--- src/rtl/csu_ctrl_pkg.sv ---
// csu_ctrl_pkg: shared state encoding, code limits and testbus select encoding for the current-source controller.
package csu_ctrl_pkg;
    typedef enum logic [1:0] {OFF, POWERUP, IDLE, RAMP} csu_state_e;
    localparam int CODE_MAX = 1151;
    localparam int LSB_PER_THERM = 64;
    localparam logic [1:0] ATB_Z = 2'b00;
    localparam logic [1:0] ATB_SUPPLY = 2'b01;
    localparam logic [1:0] ATB_VDDANA_THERM16 = 2'b10;
    localparam logic [1:0] ATB_IREF_RED = 2'b11;
endpackage

--- src/rtl/csu_therm_decoder.sv ---
// csu_therm_decoder: maps a unit count to a thermometer vector, bit i set when i < count.
module csu_therm_decoder #(
    parameter int N_THERM = 17,
    parameter int CNT_W   = 5
) (
    input  logic [CNT_W-1:0]   count,
    output logic [N_THERM-1:0] therm
);
    for (genvar i = 0; i < N_THERM; i++) begin : g_th
        assign therm[i] = count > CNT_W'(i);
    end
endmodule

--- src/rtl/csu_segment_ctrl.sv ---
// csu_segment_ctrl: power-up sequencing, one-unit thermometer ramp and binary/LSB enables for the segmented current-source unit.
// Build macro CSU_LSB_ROTATE_EN alternates the LSB between bin_en_o[0] and bin_red_en_o; undefined ties bin_red_en_o low.
module csu_segment_ctrl
    import csu_ctrl_pkg::*;
#(
    parameter int N_THERM    = 17,
    parameter int N_BIN      = 6,
    parameter int CODE_W     = 11,
    parameter int SETTLE_CYC = 16,
    parameter int STEP_CYC   = 1
) (
    input  logic              clk,
    input  logic              rst,
    input  logic              enable_i,
    input  logic [CODE_W-1:0] code_i,
    input  logic              code_valid_i,
    output logic              code_ready_o,
    input  logic [1:0]        atb_sel_i,
    output logic              pdb_o,
    output logic [N_THERM-1:0] therm_en_o,
    output logic [N_BIN-1:0]  bin_en_o,
    output logic              bin_red_en_o,
    output logic [1:0]        atb_ena_o,
    output logic              settled_o,
    output logic              code_err_o
);
    localparam int TW = CODE_W - N_BIN;
    localparam int SW = $clog2(SETTLE_CYC + 1);
    localparam int PW = $clog2(STEP_CYC + 1);

    csu_state_e       state;
    logic [TW-1:0]    count, tgt_therm, tgt_therm_q, nxt;
    logic [N_BIN-1:0] tgt_bin, tgt_bin_q, acc_bin, ramp_bin;
    logic             over, accept, acc_red, ramp_red;
    logic [SW-1:0]    set_cnt;
    logic [PW-1:0]    step_cnt;
    logic [1:0]       atb_q;

    // target split with saturation of out-of-range codes, and the next ramp count
    always_comb begin
        over      = code_i > CODE_W'(CODE_MAX);
        tgt_therm = over ? TW'(N_THERM) : code_i[CODE_W-1:N_BIN];
        tgt_bin   = over ? '1 : code_i[N_BIN-1:0];
        accept    = enable_i && code_valid_i && code_ready_o;
        nxt       = (tgt_therm_q > count) ? count + TW'(1) : count - TW'(1);
    end

`ifdef CSU_LSB_ROTATE_EN
    logic tog, sel_q;
    // toggle advances on each accepted odd code; the pre-flip value picks the LSB source for that code
    always_ff @(posedge clk) begin
        if (rst) begin
            tog   <= 1'b0;
            sel_q <= 1'b0;
        end else if (accept) begin
            sel_q <= tog;
            tog   <= tog ^ tgt_bin[0];
        end
    end
    assign acc_bin  = {tgt_bin[N_BIN-1:1], tgt_bin[0] & ~tog};
    assign acc_red  = tgt_bin[0] & tog;
    assign ramp_bin = {tgt_bin_q[N_BIN-1:1], tgt_bin_q[0] & ~sel_q};
    assign ramp_red = tgt_bin_q[0] & sel_q;
`else
    assign acc_bin  = tgt_bin;
    assign acc_red  = 1'b0;
    assign ramp_bin = tgt_bin_q;
    assign ramp_red = 1'b0;
`endif

    csu_therm_decoder #(.N_THERM(N_THERM), .CNT_W(TW)) u_dec (
        .count(count),
        .therm(therm_en_o)
    );

    assign atb_ena_o = pdb_o ? atb_q : ATB_Z;

    // sequencing FSM: enable drop from any state abandons work and powers down
    always_ff @(posedge clk) begin
        if (rst) begin
            state        <= OFF;
            pdb_o        <= 1'b0;
            count        <= '0;
            bin_en_o     <= '0;
            bin_red_en_o <= 1'b0;
            code_ready_o <= 1'b0;
            settled_o    <= 1'b0;
            code_err_o   <= 1'b0;
            set_cnt      <= '0;
            step_cnt     <= '0;
            tgt_therm_q  <= '0;
            tgt_bin_q    <= '0;
            atb_q        <= ATB_Z;
        end else begin
            atb_q <= atb_sel_i;
            if (!enable_i) begin
                state        <= OFF;
                pdb_o        <= 1'b0;
                count        <= '0;
                bin_en_o     <= '0;
                bin_red_en_o <= 1'b0;
                code_ready_o <= 1'b0;
                settled_o    <= 1'b0;
            end else begin
                case (state)
                    OFF: begin
                        state   <= POWERUP;
                        pdb_o   <= 1'b1;
                        set_cnt <= '0;
                    end
                    POWERUP: begin
                        if (set_cnt == SW'(SETTLE_CYC - 1)) begin
                            state        <= IDLE;
                            code_ready_o <= 1'b1;
                        end else begin
                            set_cnt <= set_cnt + SW'(1);
                        end
                    end
                    IDLE: begin
                        if (accept) begin
                            tgt_therm_q <= tgt_therm;
                            tgt_bin_q   <= tgt_bin;
                            step_cnt    <= '0;
                            code_err_o  <= code_err_o | over;
                            if (tgt_therm == count) begin
                                bin_en_o     <= acc_bin;
                                bin_red_en_o <= acc_red;
                                settled_o    <= 1'b1;
                            end else begin
                                state        <= RAMP;
                                code_ready_o <= 1'b0;
                                settled_o    <= 1'b0;
                            end
                        end
                    end
                    RAMP: begin
                        if (step_cnt == PW'(STEP_CYC - 1)) begin
                            step_cnt <= '0;
                            count    <= nxt;
                            if (nxt == tgt_therm_q) begin
                                bin_en_o     <= ramp_bin;
                                bin_red_en_o <= ramp_red;
                                state        <= IDLE;
                                code_ready_o <= 1'b1;
                                settled_o    <= 1'b1;
                            end
                        end else begin
                            step_cnt <= step_cnt + PW'(1);
                        end
                    end
                endcase
            end
        end
    end
endmodule

--- config.mk ---
export PLATFORM = sky130hd
export DESIGN_NAME = csu_segment_ctrl
export DESIGN_NICKNAME = d
export VERILOG_FILES = /design/src/rtl/csu_ctrl_pkg.sv /design/src/rtl/csu_therm_decoder.sv /design/src/rtl/csu_segment_ctrl.sv
export SDC_FILE = /design/constraint.sdc
export NUM_CORES = 1
export LEC_CHECK = 0
export BUFFER_PORTS_ARGS = -buffer_cell sky130_fd_sc_hd__buf_2
export CAP_MARGIN = 30
export CELL_PAD_IN_SITES_DETAIL_PLACEMENT = 0
export CELL_PAD_IN_SITES_GLOBAL_PLACEMENT = 1
export CORE_ASPECT_RATIO = 1.25
export CORE_UTILIZATION = 40
export CTS_CLUSTER_DIAMETER = 50
export DETAILED_ROUTE_END_ITERATION = 16
export GPL_TIMING_DRIVEN = 0
export PLACE_DENSITY = 0.9
export SETUP_SLACK_MARGIN = 0.05
export SLEW_MARGIN = 40
export SYNTH_ARGS = -nofsm -noshare
export SYNTH_HDL_FRONTEND = slang
export SYNTH_HIERARCHICAL = 1
export SYNTH_SLANG_ARGS = --single-unit
--- constraint.sdc ---
create_clock -name clk -period 3.15 [get_ports clk]
set_input_delay 0.63 -clock clk [delete_from_list [all_inputs] [get_ports clk]]
set_output_delay 0.63 -clock clk [all_outputs]
set_load 0.02 [all_outputs]
# Yosys cells after proc, flatten, opt, wreduce, memory -nomap -nowiden
# Cells that the tools add are included.
# word_totals
wordCells	101
out_inout_bits	30
regBits	37
in_bits	17
# classes
bitwise_logic	3
order_cmp	19
n_addsub	4
n_eq_ne	13
n_mux	34
reduce_logical	15
# op_table
cell	n
$gt 5x4->1 const B	8
$mux 6	5
$gt 5x3->1 const B	4
$mux 5	3
$ne 2x2->1 const B	7
$mux 1	13
$mux 2	6
$pmux 6 s2	1
$gt 11x11->1 const B	1
$add 5x1->5 const B	2
$eq 5x5->1	2
$gt 5x1->1 const B	2
$gt 5x2->1 const B	2
$pmux 5 s2	1
$reduce_and 5->1	2
$reduce_and 3->1	3
$pmux 2 s4	1
$pmux 1 s2	3
$reduce_and 6->1	1
$eq 5x4->1 const B	1
$gt 5x5->1	1
$gt 5x5->1 const B	1
$sub 5x1->5 const B	1
$eq 2x2->1 const B	2
12 further kinds	15

# Depth between registers and ports, before layout
# Gate-level depths: netlist of the first run.
# logic_depth
ltp_word	6
mapped_depth	13
mapped_depth_nobuf	13

# By module
# The synthesis of the first run kept the hierarchy.
# modules_own_cells
module	area_each_um2	cells_per_inst	instances	seq_area_each_um2
csu_segment_ctrl	1976.9	230	1	700.7
csu_therm_decoder	165.2	30	1	0.0

# Worst setup path after synthesis of the first run
# No wires, ideal clock.
# synth_timing
kind	register -> register
start	register count[3]
end	register bin_en_o[0]
path_buffers	0
setup_time_ns	0.121
synth_period_minus_slack_ns	2.913
path_stages_with_launch	13
arrival_ns	2.792
slack_ns	0.237
t_required_ns	3.029
cell_sequence	dfxtp_1 > inv_1 > ha_1 > nand4_2 > nor2_1 > o22ai_4 > inv_1 > fa_1 > o21ai_0 > xnor2_1 > xnor3_2 > o21ai_4 > o2bb2ai_1
# synth_via
elab_chain_cells	5
word_cells_on_any_way	9
cone_classes	2 x add/sub; 1 x order compare; 4 x eq/ne; 1 x mux; 1 x reduce/logical
# synth_rtl
item	line_no	rtl
from (decl)	csu_segment_ctrl.sv:32	logic [TW-1:0] count, tgt_therm, tgt_therm_q, nxt;
from (signal assigned)	csu_segment_ctrl.sv:139	count <= nxt;
$sub 5x1->5 (tied with other cells)	csu_segment_ctrl.sv:45	nxt = (tgt_therm_q > count) ? count + TW'(1) : count - TW'(1);
$mux 5	csu_segment_ctrl.sv:45	
$eq 5x5->1	csu_segment_ctrl.sv:140	if (nxt == tgt_therm_q) begin
$ne 2x2->1 (no source line)	-	
$reduce_and 5->1 (no source line) (*)	-	
to (signal assigned)	csu_segment_ctrl.sv:126	bin_en_o <= acc_bin;
to (signal assigned)	csu_segment_ctrl.sv:141	bin_en_o <= ramp_bin;
to (decl)	csu_segment_ctrl.sv:21	output logic [N_BIN-1:0] bin_en_o,
# Mark *: on every way between the ends. The rest lies on a longest branch, timed or not.
# A chain may end at the register's enable or synchronous reset.

# Worst setup path after layout of the first run
# layout_timing
start	register count[1]
end	register settled_o
# layout_via
elab_chain_cells	5
word_cells_on_any_way	11
cone_classes	2 x add/sub; 1 x order compare; 3 x eq/ne; 4 x mux; 1 x reduce/logical
# layout_rtl
item	line_no	rtl
$sub 5x1->5 (tied with other cells)	csu_segment_ctrl.sv:45	
$mux 5	csu_segment_ctrl.sv:45	
$eq 5x5->1	csu_segment_ctrl.sv:140	
$ne 2x2->1 (no source line)	-	
$reduce_and 4->1 (no source line)	-	
to (signal assigned)	csu_segment_ctrl.sv:128	settled_o <= 1'b1;
to (signal assigned)	csu_segment_ctrl.sv:132	settled_o <= 1'b0;
to (signal assigned)	csu_segment_ctrl.sv:145	settled_o <= 1'b1;
to (decl)	csu_segment_ctrl.sv:24	output logic settled_o,
# Parallel ways exist; a longest one is shown, timed or not. The select of a mux whose other input is x is not followed.

==> results of run 1 <==
-- registers in the layout (all words and copies together) (netlist names) --
| signal | count |
|---|---|
| bin_en_o | 6 |
| ramp_bin | 6 |
| count | 5 |
| set_cnt | 5 |
| tgt_therm_q | 5 |
| atb_q | 2 |
| state | 2 |
| code_err_o | 1 |
| code_ready_o | 1 |
| pdb_o | 1 |
| settled_o | 1 |
-- cell usage in the layout, fill, tap and decap left out, types with 3 or more instances in the layout --
cell type	n
a211oi_1	13
nand2_1	14
clkbuf_8	6
a21oi_1	16
dfxtp_1	31
nand2b_1	10
clkbuf_1	10
buf_4	12
nor2_1	44
ha_1	9
nand3_1	4
o21ai_0	4
a22oi_1	4
inv_1	21
o2bb2ai_1	6
nor2b_1	4
xnor2_1	6
buf_2	48
dfxtp_4	4
mux2i_1	3
-- metal layers --
metal	routed length, um	part of all wire	vias up	GRT usage
met5	0	0	-	0
met2	2450	0.50	50	0.292
met1	2190	0.45	901	0.224
met4	39	0.0080	0	0.0677
li1	-	-	1016	-
met3	187	0.038	5	0.0478
-- synth_stat cells, types with 2 or more instances --
cell	count	area share
nor2_1	45	0.079
dfxtp_1	35	0.33
inv_1	22	0.039
a21oi_1	17	0.040
nand2_1	14	0.025
a211oi_1	13	0.046
ha_1	11	0.064
clkbuf_1	10	0.018
nand2b_1	10	0.029
o2bb2ai_1	6	0.025
xnor2_1	6	0.025
o21ai_0	5	0.012
a22oi_1	4	0.014
nand3_1	4	0.0093
nor2b_1	4	0.012
buf_2	3	0.0070
mux2i_1	3	0.014
a31oi_1	2	0.0058
and2_1	2	0.0058
and3_1	2	0.0058
buf_4	2	0.0070
nand4_1	2	0.0058
nor3_2	2	0.0093
o21ai_1	2	0.0047
o21ai_4	2	0.015
o21bai_1	2	0.0070
xor2_1	2	0.0082
-- metrics by stage --
| step | setup TNS, ns | util |
|---|---|---|
| 2_1_floorplan | 0 | - |
| 3_3_place_gp | -0.346 | 0.478 |
| 3_5_place_dp | -0.896 | 0.478 |
| 4_1_cts | 0 | 0.511 |
| 5_1_grt | 0 | 0.528 |
| 6_report | 0 | 0.528 |
-- final cells by class --
| class | count | area (um2) |
|---|---|---|
| Fill cell | 510 | 2420 |
| Multi-Input combinational cell | 187 | 1330 |
| Sequential cell | 35 | 716 |
| Timing Repair Buffer | 55 | 300 |
| Clock buffer | 6 | 82.6 |
| Inverter | 22 | 82.6 |
| Buffer | 16 | 78.8 |
| Tap cell | 62 | 77.6 |
| Clock inverter | 2 | 35.0 |
-- what timing repair did --
item,in CTS,in global routing
endpoints found under the setup margin,9,9
resized for setup,5,13
pin swaps,2,6
buffers inserted,5,5
-- power groups by stage --
stage | Combinational [mW] | Sequential, mW | Clock [mW]
floorplan | 0.0347 | 0.459 | 0
global placement | 0.0581 | 0.458 | 0
detailed placement | 0.0585 | 0.458 | 0
CTS | 0.0588 | 0.447 | 0.426
global route | 0.0644 | 0.445 | 0.453
finish | 0.0585 | 0.445 | 0.418
-- how the worst max path moves through the flow --
stage               slack [ns]                        to
floorplan                 0.24  bin_en_o[0]$_SDFFE_PP0P_
global placement         -0.06  bin_en_o[1]$_SDFFE_PP0P_
detailed placement       -0.14  bin_en_o[4]$_SDFFE_PP0P_
CTS                       0.08  bin_en_o[4]$_SDFFE_PP0P_
global route              0.05    settled_o$_SDFFE_PP0P_
finish                    0.17    settled_o$_SDFFE_PP0P_
-- worst min-delay path, cell delays in order (launching register included) --
cell,delay (ns)
dfxtp_1,0.31
inv_1,0.05
o2bb2ai_1,0.05
-- cells by family (layout without fill, tap and decap cells) --
kind of cell | Yosys count | count (layout)
multiplexers | 4 | 4
XOR/XNOR | 10 | 10
AO/OA/AOI/OAI | 68 | 68
adder cells (fa/ha/maj) | 12 | 12
other | 1 | 1
flip-flops | 35 | 35
AND/OR/NAND/NOR | 92 | 92
buffers and inverters | 38 | 101
==> reports/metrics.csv, run 1 <==
stage,metric,value,unit
outcome,status,"finished, final reports clean",
worst_setup_path,crit_chain,inv_1 -> ha_1 -> nand4_2 -> nor2_2 -> o22ai_4 -> buf_4 -> ha_1 -> and3_1 -> a211oi_2 -> xnor3_2 -> nand4_4 -> nor2_1 -> o31a_1,
logic_synthesis,synthXorXnorAreaFrac,0.0543,
pwr,vdd_ir_drop_max,0.000296,V
worst_setup_path,arrival,3.16,ns
final_layout,stdcell_count,385,
global_route,grt.overflow.total,0,
die,die_area,5650,um2
logic_synthesis,synthFlopType,dfxtp_1,
clock_network,clk_latency,0.29,ns
timing,min_period_over_period,0.946,
die,core-area,5120,um2
logic_synthesis,synthesis.area,2140,um2
die,die_x,67.5,um
worst_setup_path,r2r_end,settled_o$_SDFFE_PP0P_,
timing,setup_ws,0.172,ns
min_path,worstHoldEndpoint,bin_en_o[3]$_SDFFE_PP0P_,
pwr,total_power,0.922,mW
worst_setup_path,cp.depth,13,
die,io_pins,47,
logic_synthesis,ys_types,55,
pwr,seq_power_share,0.482,
timing,timing.hold.ws,0.444,ns
clock_network,cts_max_level,2,
global_route,grt_max_degree,12,
drt,wl,4870,um
final_layout,final_layout_size_suffix_gt1_frac,0.297,
logic_synthesis,synthCells,260,
timing,maxSlewViolCount,0,
worst_setup_path,crit_path_frequent_cell,ha_1,
logic_synthesis,syn_avg_cell_area,8.24,um2
global_route,grt_first_pass_wirelength,7840,um
logic_synthesis,ys_ff_latch,35,
clock_network,cts_tree,yes,
timing,grt_setup_unrepaired,no,
pwr,p_sw,0.201,mW
logic_synthesis,yosys-mux-area-fraction,0.0193,
die,die_h,83.8,um
drt,postRouteAntennaNets,0,
drt,post_drt_wl_per_cell,12.7,um
worst_setup_path,cp-start-kind,flip-flop,
worst_setup_path,cp_num_buf_inv,2,
worst_setup_path,crit_start,count[1]$_SDFFE_PP0P_,
final_layout,syn_to_final_growth,26.0,%
place,placed_cells,367,
logic_synthesis,yosys.area_share.adder,0.0736,
pwr,clockPowerShare,0.454,
drt,dr.pass1.iters,4,
global_route,antenna_found_initial,0,
timing,final.min_clock_period,2.98,ns
timing,final-hold-violation-count,0,
clock_network,cts_root_buf,clkbuf_8,
logic_synthesis,synth_top_family_by_area,compound AO/OA/AOI/OAI gates,
final_layout,final_area,2700,um2
final_layout,antenna_cells,0,
clock_network,cts_buffers,5,
place,gp_congestion,0.800,
clock_network,cts.sinks,35,
global_route,grt_pass1_vias,1775,
min_path,hp-start,bin_en_o[3]$_SDFFE_PP0P_,
worst_setup_path,cp_slowest_stage_delay,0.38,ns
clock_network,clockBufferDepth,2,
worst_setup_path,cp-end-kind,flip-flop,
place,detailedPlace.worstSlack,-0.136,ns
logic_synthesis,synthArstFlopShare,0,
logic_synthesis,synth-compound-area-share,0.236,
drt,avgViaCountPerCell,5.12,
place,hpwlAfterDp,3610,um
final_layout,nets,351,
drt,drcViolationCount,0,
worst_setup_path,r2r-start,count[1]$_SDFFE_PP0P_,
die,initial_core_util,0.419,
min_path,hold_depth,2,
logic_synthesis,yosysWarnings,6,
pwr,power.density,341,nW/um2
pwr,intPower,0.721,mW
worst_setup_path,cp_top_family,simple AND/OR/NAND/NOR gates,
worst_setup_path,crit_type,flip-flop to flip-flop,
timing,slew_headroom,0.642,
pwr,p_leak,1.23,nW
logic_synthesis,synth-edff-count,0,
clock_network,clkSlewWorstSetupHoldPaths,0.07,ns
flow_run,maxCapViolCount,0,
place,placed_area,2440,um2
die,rows,29,
worst_setup_path,slowest_stage,dfxtp_4,
pwr,comb_power_share,0.063,
place,io_buffers,45,
logic_synthesis,syn-num-nets,289,
drt,drtIter0Drc,59,
timing,worst_pin_slew,0.537,ns
drt,vias,1972,
worst_setup_path,r2r_setup_slack,0.17,ns
timing,setup_viol,0,
clock_network,hold_buffers,0,
worst_setup_path,reg2reg_depth,13,
worst_setup_path,cp.required,3.33,ns
timing,timing.fmax,0.336,GHz
logic_synthesis,synth-simple-area-share,0.213,
worst_setup_path,crit_fanout,6,
logic_synthesis,ys_seq_area_frac,0.327,
global_route,grt_usage,0.181,
min_path,hp-class,flip-flop to flip-flop,
pwr,power.share.switching,0.218,
timing,clock_skew,0.00527,ns
Power figures use the tool's default switching activity.
==> run 2, diff against run 1 <==
PLACE_DENSITY = 0.86   (was 0.9)
==> run 2 against run 1 <==
Fmax grew 2.3%. Routed wire length shrank 0.35%. Power shrank 11%. Sequential power is essentially flat. Critical path depth is the same. Flip-flop and latch count is the same. Design area shrank 1.6%. Clock power shrank 23%.
==> reports/metrics.csv, run 2 (synthesized netlist as in run 1, its figures left out) <==
stage,metric,value,unit
min_path,hp-start,bin_en_o[2]$_SDFFE_PP0P_,
final_layout,nets,344,
die,die_h,83.8,um
global_route,grt_pass1_vias,1824,
clock_network,cts.sinks,35,
die,io_pins,47,
die,die_area,5650,um2
drt,postRouteAntennaNets,0,
global_route,grt.overflow.total,0,
final_layout,stdcell_count,378,
timing,setup_viol,0,
timing,min_period_over_period,0.924,
final_layout,final_area,2660,um2
die,initial_core_util,0.419,
worst_setup_path,crit_fanout,6,
worst_setup_path,cp-end-kind,flip-flop,
drt,dr.pass1.iters,5,
worst_setup_path,r2r_end,settled_o$_SDFFE_PP0P_,
final_layout,syn_to_final_growth,23.9,%
die,rows,29,
flow_run,maxCapViolCount,0,
worst_setup_path,arrival,3.10,ns
drt,vias,1940,
drt,post_drt_wl_per_cell,12.8,um
worst_setup_path,timing.critical_path.to,settled_o$_SDFFE_PP0P_,
clock_network,clockBufferDepth,2,
drt,wl,4850,um
place,placed_area,2440,um2
drt,avgViaCountPerCell,5.13,
final_layout,num-fill-cells,505,
place,detailedPlace.worstSlack,-0.165,ns
timing,timing.fmax,0.344,GHz
min_path,hold_depth,2,
place,gp_congestion,0.769,
clock_network,cts_tree,yes,
pwr,power.density,311,nW/um2
place,hpwlAfterDp,3450,um
worst_setup_path,crit_start,count[1]$_SDFFE_PP0P_,
pwr,total_power,0.824,mW
drt,drtIter0Drc,91,
timing,maxSlewViolCount,0,
clock_network,cts_root_buf,clkbuf_8,
worst_setup_path,cp-start-kind,flip-flop,
outcome,status,"finished, final reports clean",
drt,drcViolationCount,0,
global_route,antenna_found_initial,0,
worst_setup_path,r2r-start,count[1]$_SDFFE_PP0P_,
timing,final.min_clock_period,2.91,ns
clock_network,clk_latency,0.29,ns
worst_setup_path,r2r_setup_slack,0.24,ns
worst_setup_path,reg2reg_depth,13,
timing,grt_setup_unrepaired,no,
clock_network,cts_buffers,5,
die,die_x,67.5,um
final_layout,layout_commonest_cell,buf_2,
clock_network,clkSlewWorstSetupHoldPaths,0.07,ns
pwr,p_leak,1.19,nW
clock_network,cts_max_level,2,
timing,final-hold-violation-count,0,
global_route,grt_usage,0.182,
worst_setup_path,cp.required,3.34,ns
final_layout,layout_common_cells,"buf_2 (48), nor2_1 (44), dfxtp_1 (31)",
final_layout,antenna_cells,0,
timing,worst_pin_slew,0.517,ns
global_route,grt_max_degree,12,
final_layout,post-route-util,0.519,
clock_network,hold_buffers,0,
place,io_buffers,45,
worst_setup_path,crit_type,flip-flop to flip-flop,
timing,clock_skew,0.00851,ns
die,core-area,5120,um2
global_route,grt_first_pass_wirelength,7940,um
final_layout,final_layout_size_suffix_gt1_frac,0.282,
min_path,hp-class,flip-flop to flip-flop,
timing,setup_ws,0.239,ns
pwr,vdd_ir_drop_max,0.000317,V
place,placed_cells,367,
timing,slew_headroom,0.655,
-- run 2: changes by cell type in the layout (fill, tap and decap cells not counted), sizes merged --
cell      delta
bufinv       -1
buf          -7
clkinvlp     +1
-- run 2: worst min path at each step --
stage               slack [ns]                           to
floorplan                 0.48  tgt_therm_q[0]$_SDFFE_PP0P_
global placement          0.43     bin_en_o[0]$_SDFFE_PP0P_
detailed placement        0.43     bin_en_o[2]$_SDFFE_PP0P_
CTS                       0.45     bin_en_o[2]$_SDFFE_PP0P_
global route              0.46     bin_en_o[2]$_SDFFE_PP0P_
finish                    0.44     bin_en_o[2]$_SDFFE_PP0P_
-- run 2: area by class of cell --
type,instances,area (um2),share of cell area
Clock inverter,2,12.5,0.00471
Buffer,16,78.8,0.0297
Clock buffer,6,72.6,0.0273
Inverter,22,82.6,0.0311
Timing Repair Buffer,48,248,0.0933
Sequential cell,35,716,0.270
Multi-Input combinational cell,187,1370,0.515
Tap cell,62,77.6,0.0292
-- run 2: repair_timing --
action / CTS / global route
pin swaps: 1 / 4
cloned: 0 / 0
buffers inserted: 2 / 1
gates resized for setup: 4 / 17
setup endpoints to repair: 9 / 9
-- run 2: per-layer routing --
layer | share of wire | vias up | routed length [um] | global-route usage
met4 | 0.015 | 0 | 72 | 0.0658
met5 | 0 | - | 0 | 0
met3 | 0.046 | 6 | 225 | 0.0342
met2 | 0.48 | 52 | 2310 | 0.301
met1 | 0.46 | 877 | 2240 | 0.228
li1 | - | 1005 | - | -
-- run 2: report_power, final --
part / internal, mW / switching [mW]
Clock: 0.154 / 0.167
Sequential: 0.442 / 0.00227
Combinational: 0.0229 / 0.0353
-- run 2: stage by stage --
| step | hold slack (ns) | TNS, ns |
|---|---|---|
| 2_1_floorplan | 0.478 | 0 |
| 3_3_place_gp | 0.431 | -0.647 |
| 3_5_place_dp | 0.433 | -1.16 |
| 4_1_cts | 0.445 | 0 |
| 5_1_grt | 0.463 | 0 |
| 6_report | 0.440 | 0 |
-- run 2: worst max-delay path, stage by stage (launching register included) --
cell	delay, ns
dfxtp_4	0.38
inv_1	0.08
ha_1	0.33
nand4_4	0.13
nor2_4	0.12
o22ai_4	0.09
buf_4	0.16
ha_1	0.28
and3_1	0.19
a211oi_2	0.23
xnor3_1	0.32
nand4_4	0.16
nor2_1	0.06
o31a_1	0.27
